==> config.mk <==
export PLATFORM = sky130hd
export DESIGN_NAME = irq_encoder_16_flat
export DESIGN_NICKNAME = d
export VERILOG_FILES = /design/src/rtl/irq_encoder_16_if.sv /design/src/rtl/irq_encoder_16.sv /design/src/flat_wrapper.sv
export SDC_FILE = /design/constraint.sdc
export NUM_CORES = 1
export LEC_CHECK = 0
export CELL_PAD_IN_SITES_DETAIL_PLACEMENT = 1
export CELL_PAD_IN_SITES_GLOBAL_PLACEMENT = 1
export CORE_MARGIN = 2
export CORE_UTILIZATION = 30
export DETAILED_ROUTE_END_ITERATION = 6
export PLACE_DENSITY = 0.84
export SLEW_MARGIN = 40
export SYNTH_ARGS = -nofsm -noshare
export SYNTH_HDL_FRONTEND = slang
export SYNTH_SLANG_ARGS = --single-unit
==> constraint.sdc <==
create_clock -name Clock -period 3.95 [get_ports Clock]
set_clock_uncertainty 0.2 [all_clocks]
set_input_delay 0.5925 -clock Clock [delete_from_list [all_inputs] [get_ports Clock]]
set_output_delay 0.5925 -clock Clock [all_outputs]
set_load 0.005 [all_outputs]
==> src/rtl/irq_encoder_16_if.sv <==
// Request/grant bundle between the interrupt sources, the control unit and irq_encoder_16.
// The master side drives the requests and the handshake. The slave side is the encoder.
interface irq_encoder_16_if;
  logic        Enable;
  logic [15:0] Req;
  logic [15:0] Mask;
  logic        Ack;
  logic        Valid;
  logic [3:0]  Index;
  logic [15:0] Pending;

  modport master (
    output Enable, Req, Mask, Ack,
    input  Valid, Index, Pending
  );

  modport slave (
    input  Enable, Req, Mask, Ack,
    output Valid, Index, Pending
  );
endinterface

==> src/rtl/irq_encoder_16.sv <==
// Registered 16-to-4 priority encoder. It captures requests into a pending register and
// presents the lowest-numbered unmasked pending line through a valid/ack handshake.
module irq_encoder_16 #(
  parameter bit EDGE = 1'b1
) (
  input logic             Clock,
  input logic             nReset,
  irq_encoder_16_if.slave bus
);

  typedef enum logic {StIdle, StPresent} state_e;

  state_e      state_q, state_d;
  logic [15:0] req_prev_q;
  logic [15:0] pending_q, pending_d;
  logic [3:0]  index_q, index_d;

  logic [15:0] set;
  logic [15:0] clr;
  logic [15:0] cand;
  logic [3:0]  enc;

  always_comb begin
    set = EDGE ? (bus.Req & ~req_prev_q) : bus.Req;
    clr = '0;
    if (state_q == StPresent && bus.Ack) begin
      clr[index_q] = 1'b1;
    end
    // A new event in the same cycle as its ack survives.
    pending_d = set | (pending_q & ~clr);
  end

  // Candidates come from the registered pending bits only, so there is no input-to-grant path.
  always_comb begin
    cand = pending_q & ~bus.Mask;
    enc  = 4'd0;
    for (int i = 15; i >= 0; i--) begin
      if (cand[i]) begin
        enc = 4'(i);
      end
    end
  end

  always_comb begin
    state_d = state_q;
    index_d = index_q;
    unique case (state_q)
      StIdle: begin
        if (bus.Enable && (cand != 16'h0000)) begin
          index_d = enc;
          state_d = StPresent;
        end
      end
      StPresent: begin
        if (bus.Ack) begin
          state_d = StIdle;
        end
      end
      default: state_d = StIdle;
    endcase
  end

  always_ff @(posedge Clock or negedge nReset) begin
    if (!nReset) begin
      state_q    <= StIdle;
      req_prev_q <= '0;
      pending_q  <= '0;
      index_q    <= '0;
    end else begin
      state_q    <= state_d;
      req_prev_q <= bus.Req;
      pending_q  <= pending_d;
      index_q    <= index_d;
    end
  end

  assign bus.Valid   = (state_q == StPresent);
  assign bus.Index   = index_q;
  assign bus.Pending = pending_q;

endmodule

==> src/flat_wrapper.sv <==
// flat-port wrapper written by rule: the top's interface ports become plain ports
module irq_encoder_16_flat 
#(
  parameter bit EDGE = 1'b1
)
  (Clock, nReset, bus_Enable, bus_Req, bus_Mask, bus_Ack, bus_Valid, bus_Index, bus_Pending);
  irq_encoder_16_if bus_i ();
  input logic Clock;
  input logic nReset;
  input wire logic [$bits(bus_i.Enable)-1:0] bus_Enable;
  input wire logic [$bits(bus_i.Req)-1:0] bus_Req;
  input wire logic [$bits(bus_i.Mask)-1:0] bus_Mask;
  input wire logic [$bits(bus_i.Ack)-1:0] bus_Ack;
  output wire logic [$bits(bus_i.Valid)-1:0] bus_Valid;
  output wire logic [$bits(bus_i.Index)-1:0] bus_Index;
  output wire logic [$bits(bus_i.Pending)-1:0] bus_Pending;
  assign bus_i.Enable = bus_Enable;
  assign bus_i.Req = bus_Req;
  assign bus_i.Mask = bus_Mask;
  assign bus_i.Ack = bus_Ack;
  assign bus_Valid = bus_i.Valid;
  assign bus_Index = bus_i.Index;
  assign bus_Pending = bus_i.Pending;
  irq_encoder_16 #(.EDGE(EDGE)) u_core (.Clock(Clock), .nReset(nReset), .bus(bus_i));
endmodule
==> metrics, run 1 <==
dpl ws=1.142 ns; Post-CTS Resized=0; Post CTS Setup Buffer Count=0; Syn Nets=188; Pwr per Cell Area=387.1 mW/mm^2; Critical Path End Type=flip-flop; drt wl/cell=14.47 um; Worst Path Max Fanout=7; Pins Over Slew Limit=0; Die H=76.61 um; static leakage=0.9431 nW; relative slew slack=65.70%; Hold-fix buffers, CTS=0; Synth cell types=26; maximum vdd drop=0.1627 mV; Detail Route Antenna Nets=0; DP Wirelength=3.209 mm; met1 Use GR=19.17%; type of the worst setup path=input port to flip-flop; post-route DRC violation count=0; Synth-to-Final Area Change=46.04%; I/O Buffers=56; Hold Crit Class=input port to async pin; Reg area=925.9 um^2; CTS tree=done; Ys Warns=0; Post-synth EDFFs=0; DIE WIDTH=76.61 um; status=complete, no violations; Post-Syn Area per Cell=10.40 um^2; fmax=396.6 MHz; Post-Syn Area=0.001582 mm^2; GRT Util Overall=15.23%; H-tree levels=2; DIE AREA=0.005868 mm^2; cell row count=26; Mapped Cells=152; TritonRoute pass-1 iters=4; core area=0.005107 mm^2; FF+latch count, synth=37; Tmin final=2.522 ns; Most Crowded Layer GR=met2; reg2reg path depth=5; initial core utilization=30.97%; Critical Path AT=2.51 ns; area of the multi-input gates=588.1 um^2; Setup TNS=0 ns; Clock Latency Late Sink=0.29 ns; CTS root buf=clkbuf_8; crit share post-route=63.84%; Critical Path Source=bus_Mask[0]; worst setup margin=1.428 ns; R2R Path End=u_core.bus.Index[0]; vias in the first global route=1,384; final hold vios=0; reg2reg start=u_core.bus.Pending[5]; clock sinks=37; CTS max path bufs=2; ys flop type=dfrtp_1; share of cells above drive strength 1=6.944%; Synth async-reset ratio=100.0%; FILL cells=603; sequential-to-total area share from yosys stat=58.54%; Ant. Diodes=0; RSZ-0062 raised after global routing=false; Vias/cell=4.671; met2 Use GR=24.60%; Required @ worst endpoint=3.94 ns; antenna violations before repair=0; leading cell types in the layout, fill and taps excluded=clkdlybuf4s50_1 (55), dfrtp_1 (37), o21ai_0 (34); GR met3 Demand/Resource=4.502%; DRT iter0 DRCs=45; largest net degree at the start of global routing=38; worst reg-to-reg setup slack=1.72 ns; Reg clk slew, reported paths=0.07 ns; via count=1,336; Setup-failing EPs final=0; Worst Setup EP=u_core.bus.Index[0]; routability cong.=0.8325; maxcap violations=0; commonest non-fill, non-tap cell in the layout=clkdlybuf4s50_1; first-pass GRT wire length=6.886 mm; Pwr Total=894.2 uW; Setup crit start kind=input port; CTS Buf Count=5; Routed WL=4.138 mm; nets=251; Slew @ Worst Pin=0.5127 ns; I/O Pins=57; GRT overflow=0
how the worst min path moves through the flow:
stage | startpoint | to | cells past startpoint
after floorplan | nReset | u_core.bus.Index[0] | 0
after global placement | u_core.req_prev_q[11] | u_core.bus.Pending[11] | 1
after detailed placement | u_core.req_prev_q[10] | u_core.bus.Pending[10] | 1
after CTS | nReset | u_core.req_prev_q[9] | 1
after global routing | nReset | u_core.req_prev_q[14] | 1
final | nReset | u_core.req_prev_q[14] | 1
worst max-delay path, stage by stage:
cell             delay (ns)
clkdlybuf4s50_1        0.50
nor2b_4                0.06
or4_4                  0.57
o41ai_4                0.58
nand2_1                0.12
o41ai_1                0.08
metal layers:
layer | wire length [um] | up-vias
met3 | 210 | 6
met2 | 2060 | 32
li1 | - | 650
met5 | 0 | -
met4 | 67 | 0
met1 | 1800 | 648
layout make-up:
class                           count  area share (%)
Clock buffer                        6           3.142
Clock inverter                      2          0.4334
Inverter                           18           2.925
Multi-Input combinational cell     97           25.46
Sequential cell                    37           40.09
Tap cell                           70           3.792
Timing Repair Buffer               56           24.16
power breakdown:
part	switching (mW)	internal [mW]
combinational	0.0889	0.110
clock	0.133	0.122
sequential	0.0290	0.411
cells by family (layout without fill, tap and decap cells):
logic type             Yosys count  in the layout  share of synthesized area (%)
and+or+nand+nor                 48             48                          18.51
buffers and inverters           18             82                          4.272
AOI/OAI and AO/OA               49             49                          18.67
DFF                             37             37                          58.54
flip-flops by register name, indices dropped and copies added, names as in the netlist:
| name | flops |
|---|---|
| u_core.bus.Valid | 1 |
| u_core.req_prev_q | 16 |
| u_core.bus.Index | 4 |
| u_core.bus.Pending | 16 |
cell usage after synthesis, types with 2 or more instances:
master	number	area share, %
or2_2	3	1.2
or4_1	2	0.95
nor2b_1	17	6.7
nor4_1	2	0.79
nand2_1	6	1.4
o21ai_0	34	11
nor2_1	6	1.4
nand2b_1	6	2.4
dfrtp_1	37	59
a21oi_1	4	1.3
inv_1	18	4.3
o41ai_1	2	1.1
or4_4	2	1.4
per-stage QoR:
stage	cell area, um^2	util (%)	hold WS, ns	instances
after floorplan	1582	-	0.09691	152
after global placement	2225	43.56	0.2009	278
final	2310	45.22	0.08438	286
after CTS	2310	45.22	0.1057	286
after detailed placement	2227	43.61	0.2097	278
after global routing	2310	45.22	0.1148	286
Note: power is estimated with default switching activity, not from simulation.
==> run 2: changes to the inputs <==
==> constraint.sdc (replaced) <==
create_clock -name Clock -period 2.6 [get_ports Clock]
set_clock_uncertainty 0.2 [all_clocks]
set_input_delay 0.39 -clock Clock [delete_from_list [all_inputs] [get_ports Clock]]
set_output_delay 0.39 -clock Clock [all_outputs]
set_load 0.005 [all_outputs]
==> run 2 against run 1 <==
Compared with the run above:
- sequential share of layout area down 0.49 points
- register-to-register slack got worse by 1.3 ns
- via count rose by 4.1%
- total power up 55%
- setup slack worse by 1.1 ns
- first-iteration DRC count rose by 47%
- largest power group unchanged
- clock-buffer cell count rose by 1
==> metrics, run 2 (synthesis results as in run 1) <==
Cells on Worst Hold Path=1; drt wl/cell=16.01 um (+11%); CP delay by family, top=simple AND/OR/NAND/NOR gates; non-filler instance count after layout=288 (+0.70%); Reg clk slew, reported paths=0.07 ns (about the same); relative slew slack=65.54% (-0.16 points); RSZ-0062 raised after global routing=false; I/O Buffers=56 (unchanged); H-tree levels=2 (unchanged); DIE WIDTH=76.61 um (unchanged); crit share post-route=88.67%; largest net degree at the start of global routing=38 (unchanged); Clock Latency Late Sink=0.28 ns (about the same); I/O Pins=57 (unchanged); final hold vios=0 (unchanged); CP cell instances=clkdlybuf4s50_1 > nor2b_4 > or4_4 > o41ai_4 > nand2_1 > o41ai_1; TritonRoute pass-1 iters=4 (unchanged); DIE AREA=0.005868 mm^2 (unchanged); Slew @ Worst Pin=0.5169 ns (+0.004183 ns); Vias/cell=4.830 (+3.4%); Worst Path Max Fanout=7 (unchanged); Required @ worst endpoint=2.57 ns (-1.37 ns); cell row count=26 (unchanged); Pwr per Cell Area=591.0 mW/mm^2 (+53%); antenna violations before repair=0 (unchanged); Ant. Diodes=0 (unchanged); maxcap violations=0 (unchanged); type of the worst setup path=input port to flip-flop; Critical Path End Type=flip-flop; R2R Path End=u_core.bus.Index[0]; status=complete, no violations; share of cells above drive strength 1=7.339% (+0.40 points); CTS max path bufs=2 (unchanged); vias in the first global route=1,539 (+11%); Hold-fix buffers, CTS=1 (+1); worst path bufs/invs=1 (unchanged); GRT overflow=0 (unchanged); nets=254 (+1.2%); Detail Route Antenna Nets=0 (unchanged); first-pass GRT wire length=7.659 mm (+11%); static leakage=0.9563 nW (+1.4%); CTS Buf Count=5 (unchanged); Post-CTS Resized=0 (unchanged); Die H=76.61 um (unchanged); commonest non-fill, non-tap cell in the layout=clkdlybuf4s50_1; fmax=433.7 MHz; Synth-to-Final Area Change=47.86%; DP Wirelength=3.512 mm (+9.4%); Setup TNS=0 ns (unchanged); initial core utilization=30.97% (unchanged); CTS root buf=clkbuf_8; critical path's slowest cell=or4_4; Hold Crit Class=flip-flop to flip-flop; reg2reg start=u_core.bus.Pending[8]; Setup crit start kind=input port; leading cell types in the layout, fill and taps excluded=clkdlybuf4s50_1 (55), dfrtp_1 (37), o21ai_0 (34); WHS Endpoint=u_core.bus.Pending[11]; Pwr Total=1.382 mW (+55%); hold path start=u_core.req_prev_q[11]; Placed Cells=280 (+0.72%); Hold WS=0.2208 ns (+0.1364 ns); Tmin final=2.305 ns; Routed WL=4.610 mm (+11%); routability cong.=0.8295 (-0.36%); core area=0.005107 mm^2 (unchanged); maximum vdd drop=0.2817 mV (+73%); Pins Over Slew Limit=0 (unchanged); GRT Util Overall=16.83% (+1.6 points); reg2reg path depth=5 (unchanged); Slowest Stage Delay on Critical Path=0.57 ns (about the same); FILL cells=607 (+0.66%); Critical Path AT=2.27 ns (-0.24 ns); via count=1,391 (+4.1%); CTS tree=done; clock sinks=37 (unchanged); Finished Cell Area=0.002338 mm^2 (+1.2%); DRT iter0 DRCs=66 (+47%); Post CTS Setup Buffer Count=0 (unchanged); Placed Instance Area=0.002242 mm^2 (+0.67%); Setup-failing EPs final=0 (unchanged); post-route DRC violation count=0 (unchanged); worst reg-to-reg setup slack=0.39 ns (-1.33 ns)
[run 2: changes by cell type in the layout (fill, tap and decap cells not counted), sizes merged]
cell and change:
dlygate4sd3 +1, buf +2, clkbuf +1, clkinv -2
[run 2: where the power goes]
| group | leakage [nW] | total [mW] | internal (mW) | switching (mW) |
|---|---|---|---|---|
| sequential | 0.394 | 0.669 | 0.624 | 0.0446 |
| clock | 0.0443 | 0.397 | 0.210 | 0.187 |
| combinational | 0.518 | 0.316 | 0.171 | 0.145 |
[run 2: worst max path at each step]
stage / startpoint / endpoint / slack [ns] / cells after the start
after floorplan: u_core.bus.Pending[5] / u_core.bus.Index[0] / 0.60 / 4
after global placement: bus_Mask[0] / u_core.bus.Index[0] / 0.10 / 5
after detailed placement: bus_Mask[0] / u_core.bus.Index[0] / 0.02 / 6
after CTS: bus_Mask[0] / u_core.bus.Index[0] / 0.30 / 6
after global routing: bus_Mask[0] / u_core.bus.Index[0] / 0.17 / 6
final: bus_Mask[0] / u_core.bus.Index[0] / 0.29 / 6
[run 2: cell type report]
cell class / instances / area, um^2 / area share (%)
Clock buffer: 7 / 86.33 / 3.692
Tap cell: 70 / 87.58 / 3.745
Timing Repair Buffer: 59 / 583.1 / 24.93
Multi-Input combinational cell: 97 / 588.1 / 25.15
Sequential cell: 37 / 925.9 / 39.59
Inverter: 18 / 67.56 / 2.889
[run 2: per-stage QoR]
step	utilization, %	setup WS [ns]
3_5_place_dp	43.90	0.01629
4_1_cts	45.79	0.3015
5_1_grt	45.79	0.1689
2_1_floorplan	-	0.5985
6_report	45.79	0.2945
3_3_place_gp	43.85	0.1041
[run 2: per-layer routing]
layer | wire, um | vias to the layer above | share of wire [%] | track usage (%)
li1 | - | 655 | - | -
met4 | 104 | 0 | 2.3 | 5.818
met2 | 2467 | 43 | 54 | 30.44
met3 | 235 | 14 | 5.1 | 4.384
met5 | 0 | - | 0 | 0
met1 | 1803 | 679 | 39 | 19.11
[run 2: worst register-to-register path, cell delays in order, from the launching register on]
cell and delay [ns]:
dfrtp_1 0.40, nor2b_1 0.20, or4_1 0.60, o41ai_4 0.52
nand2_1 0.11, o41ai_1 0.08
==> run 3: changes to the inputs <==
==> constraint.sdc (replaced) <==
create_clock -name Clock -period 2.99 [get_ports Clock]
set_clock_uncertainty 0.2 [all_clocks]
set_input_delay 0.4485 -clock Clock [delete_from_list [all_inputs] [get_ports Clock]]
set_output_delay 0.4485 -clock Clock [all_outputs]
set_load 0.005 [all_outputs]
==> run 3 against run 2 <==
Compared with the run above:
- global-route usage shrank 1.3 points
- utilization barely moved
- clock power up 6.0%
- critical path type unchanged
==> metrics, run 3 (synthesis results as in run 1) <==
CP delay by family, top=simple AND/OR/NAND/NOR gates; reg2reg start=u_core.bus.Pending[5]; share of cells above drive strength 1=6.944% (-0.40 points); CTS Buf Count=5 (unchanged); CTS root buf=clkbuf_8; DIE WIDTH=76.61 um (unchanged); Hold Crit Class=flip-flop to flip-flop; Clock Latency Late Sink=0.30 ns (+0.02 ns); WHS Endpoint=u_core.bus.Pending[10]; clock sinks=37 (unchanged); Seq pwr share=45.9% (-2.5 points); GRT Util Overall=15.54% (-1.3 points); type of the worst setup path=input port to flip-flop; I/O Buffers=56 (unchanged); P_int=930.8 uW (-7.4%); TritonRoute pass-1 iters=4 (unchanged); maxcap violations=0 (unchanged); Synth-to-Final Area Change=48.02%; leading cell types in the layout, fill and taps excluded=clkdlybuf4s50_1 (55), dfrtp_1 (37), o21ai_0 (34); final hold vios=0 (unchanged); via count=1,345 (-3.3%); Routed WL=4.278 mm (-7.2%); CP cell instances=clkdlybuf4s50_1 > nor2b_4 > or4_4 > o41ai_4 > nand2_1 > o41ai_1; post-route DRC violation count=0 (unchanged); core area=0.005107 mm^2 (unchanged); Cells on Worst Hold Path=1 (unchanged); relative slew slack=65.96% (+0.41 points); cell row count=26 (unchanged); Hold-fix buffers, CTS=1 (unchanged); routability cong.=0.8328 (+0.40%); nets=252 (-0.79%); DRT iter0 DRCs=37 (-44%); Finished Cell Area=0.002341 mm^2 (+0.11%); commonest non-fill, non-tap cell in the layout=clkdlybuf4s50_1; vias in the first global route=1,382 (-10%); worst reg-to-reg setup slack=0.79 ns (+0.40 ns); Pwr per Cell Area=541.3 mW/mm^2 (-8.4%); Worst Path Max Fanout=7 (unchanged); hold path start=u_core.req_prev_q[10]; I/O Pins=57 (unchanged); reg2reg path depth=5 (unchanged); sw frac=26.54% (-0.68 points); GRT overflow=0 (unchanged); critical path's slowest cell=or4_4; H-tree levels=2 (unchanged); Critical Path End Type=flip-flop; Die H=76.61 um (unchanged); Setup crit start kind=input port; Detail Route Antenna Nets=0 (unchanged); Clock power frac=33.2% (+4.5 points); Post-CTS Resized=0 (unchanged); largest net degree at the start of global routing=38 (unchanged); drt wl/cell=14.96 um (-6.6%); worst path bufs/invs=1 (unchanged); static leakage=0.9563 nW (about the same); Vias/cell=4.703 (-2.6%); DIE AREA=0.005868 mm^2 (unchanged); status=complete, no violations; Critical Path AT=2.32 ns (+0.05 ns); Slowest Stage Delay on Critical Path=0.56 ns (about the same); sw power=336.3 uW (-11%); Ant. Diodes=0 (unchanged); Pins Over Slew Limit=0 (unchanged); crit share post-route=78.13%; Slew @ Worst Pin=0.5107 ns (-0.006217 ns); Reg clk slew, reported paths=0.08 ns (about the same); FILL cells=602 (-0.82%); maximum vdd drop=0.2417 mV (-14%); CTS max path bufs=2 (unchanged); antenna violations before repair=0 (unchanged); Post CTS Setup Buffer Count=0 (unchanged); Tmin final=2.336 ns; Setup TNS=0 ns (unchanged); fmax=428.1 MHz; logic gate share of total power=20.9% (-2.0 points); initial core utilization=30.97% (unchanged); RSZ-0062 raised after global routing=false; R2R Path End=u_core.bus.Index[0]; Setup-failing EPs final=0 (unchanged); Placed Instance Area=0.002227 mm^2 (-0.67%); CTS tree=done; Required @ worst endpoint=2.98 ns (+0.41 ns); first-pass GRT wire length=6.851 mm (-11%); DP Wirelength=3.243 mm (-7.7%)
run 3: how the worst max path moves through the flow:
stage                                     start                   to  slack [ns]  cells after the start
after CTS                           bus_Mask[0]  u_core.bus.Index[0]        0.67                      6
final                               bus_Mask[0]  u_core.bus.Index[0]        0.65                      6
after floorplan           u_core.bus.Pending[5]  u_core.bus.Index[0]        0.99                      4
after global placement              bus_Mask[0]  u_core.bus.Index[0]        0.44                      5
after detailed placement            bus_Mask[0]  u_core.bus.Index[0]        0.35                      6
after global routing                bus_Mask[0]  u_core.bus.Index[1]        0.55                      6
run 3: worst register-to-register path: cells and delay by family, from the launching register on:
| family | cells | cell delay [ns] |
|---|---|---|
| and+or+nand+nor | 3 | 0.86 |
| AOI/OAI and AO/OA | 2 | 0.62 |
| DFF | 1 | 0.41 |
run 3: cell type report:
type / count / area [um^2] / share of cell area (%)
Inverter: 18 / 67.56 / 2.886
Sequential cell: 37 / 925.9 / 39.55
Timing Repair Buffer: 57 / 568.0 / 24.27
Clock inverter: 2 / 35.03 / 1.497
Tap cell: 70 / 87.58 / 3.741
Clock buffer: 5 / 68.82 / 2.940
Multi-Input combinational cell: 97 / 588.1 / 25.12
run 3: through the flow:
step | total power [mW] | worst slack (ns) | util [%] | cells | hold slack [ns]
5_1_grt | 1.334 | 0.5549 | 45.84 | 286 | 0.2346
3_5_place_dp | 0.8570 | 0.3513 | 43.61 | 278 | 0.2097
4_1_cts | 1.287 | 0.6743 | 45.84 | 286 | 0.2190
3_3_place_gp | 0.8483 | 0.4353 | 43.56 | 278 | 0.2009
2_1_floorplan | 0.6845 | 0.9885 | - | 152 | -0.04709
6_report | 1.267 | 0.6539 | 45.84 | 286 | 0.2160
run 3: power groups by stage:
stage | sequential [mW] | clock, mW | combinational [mW]
finish | 0.581 | 0.421 | 0.264
global route | 0.588 | 0.457 | 0.289
CTS | 0.581 | 0.436 | 0.269
detailed placement | 0.590 | 0 | 0.267
global placement | 0.587 | 0 | 0.261
floorplan | 0.584 | 0 | 0.101
run 3: routing by layer:
layer	routed length (um)	track usage, %	share of wire [%]	vias up
met4	85	7.818	2.0	0
met2	2129	25.04	50	34
met3	238	4.739	5.6	6
met1	1826	18.82	43	651
li1	-	-	-	654
met5	0	0	0	-
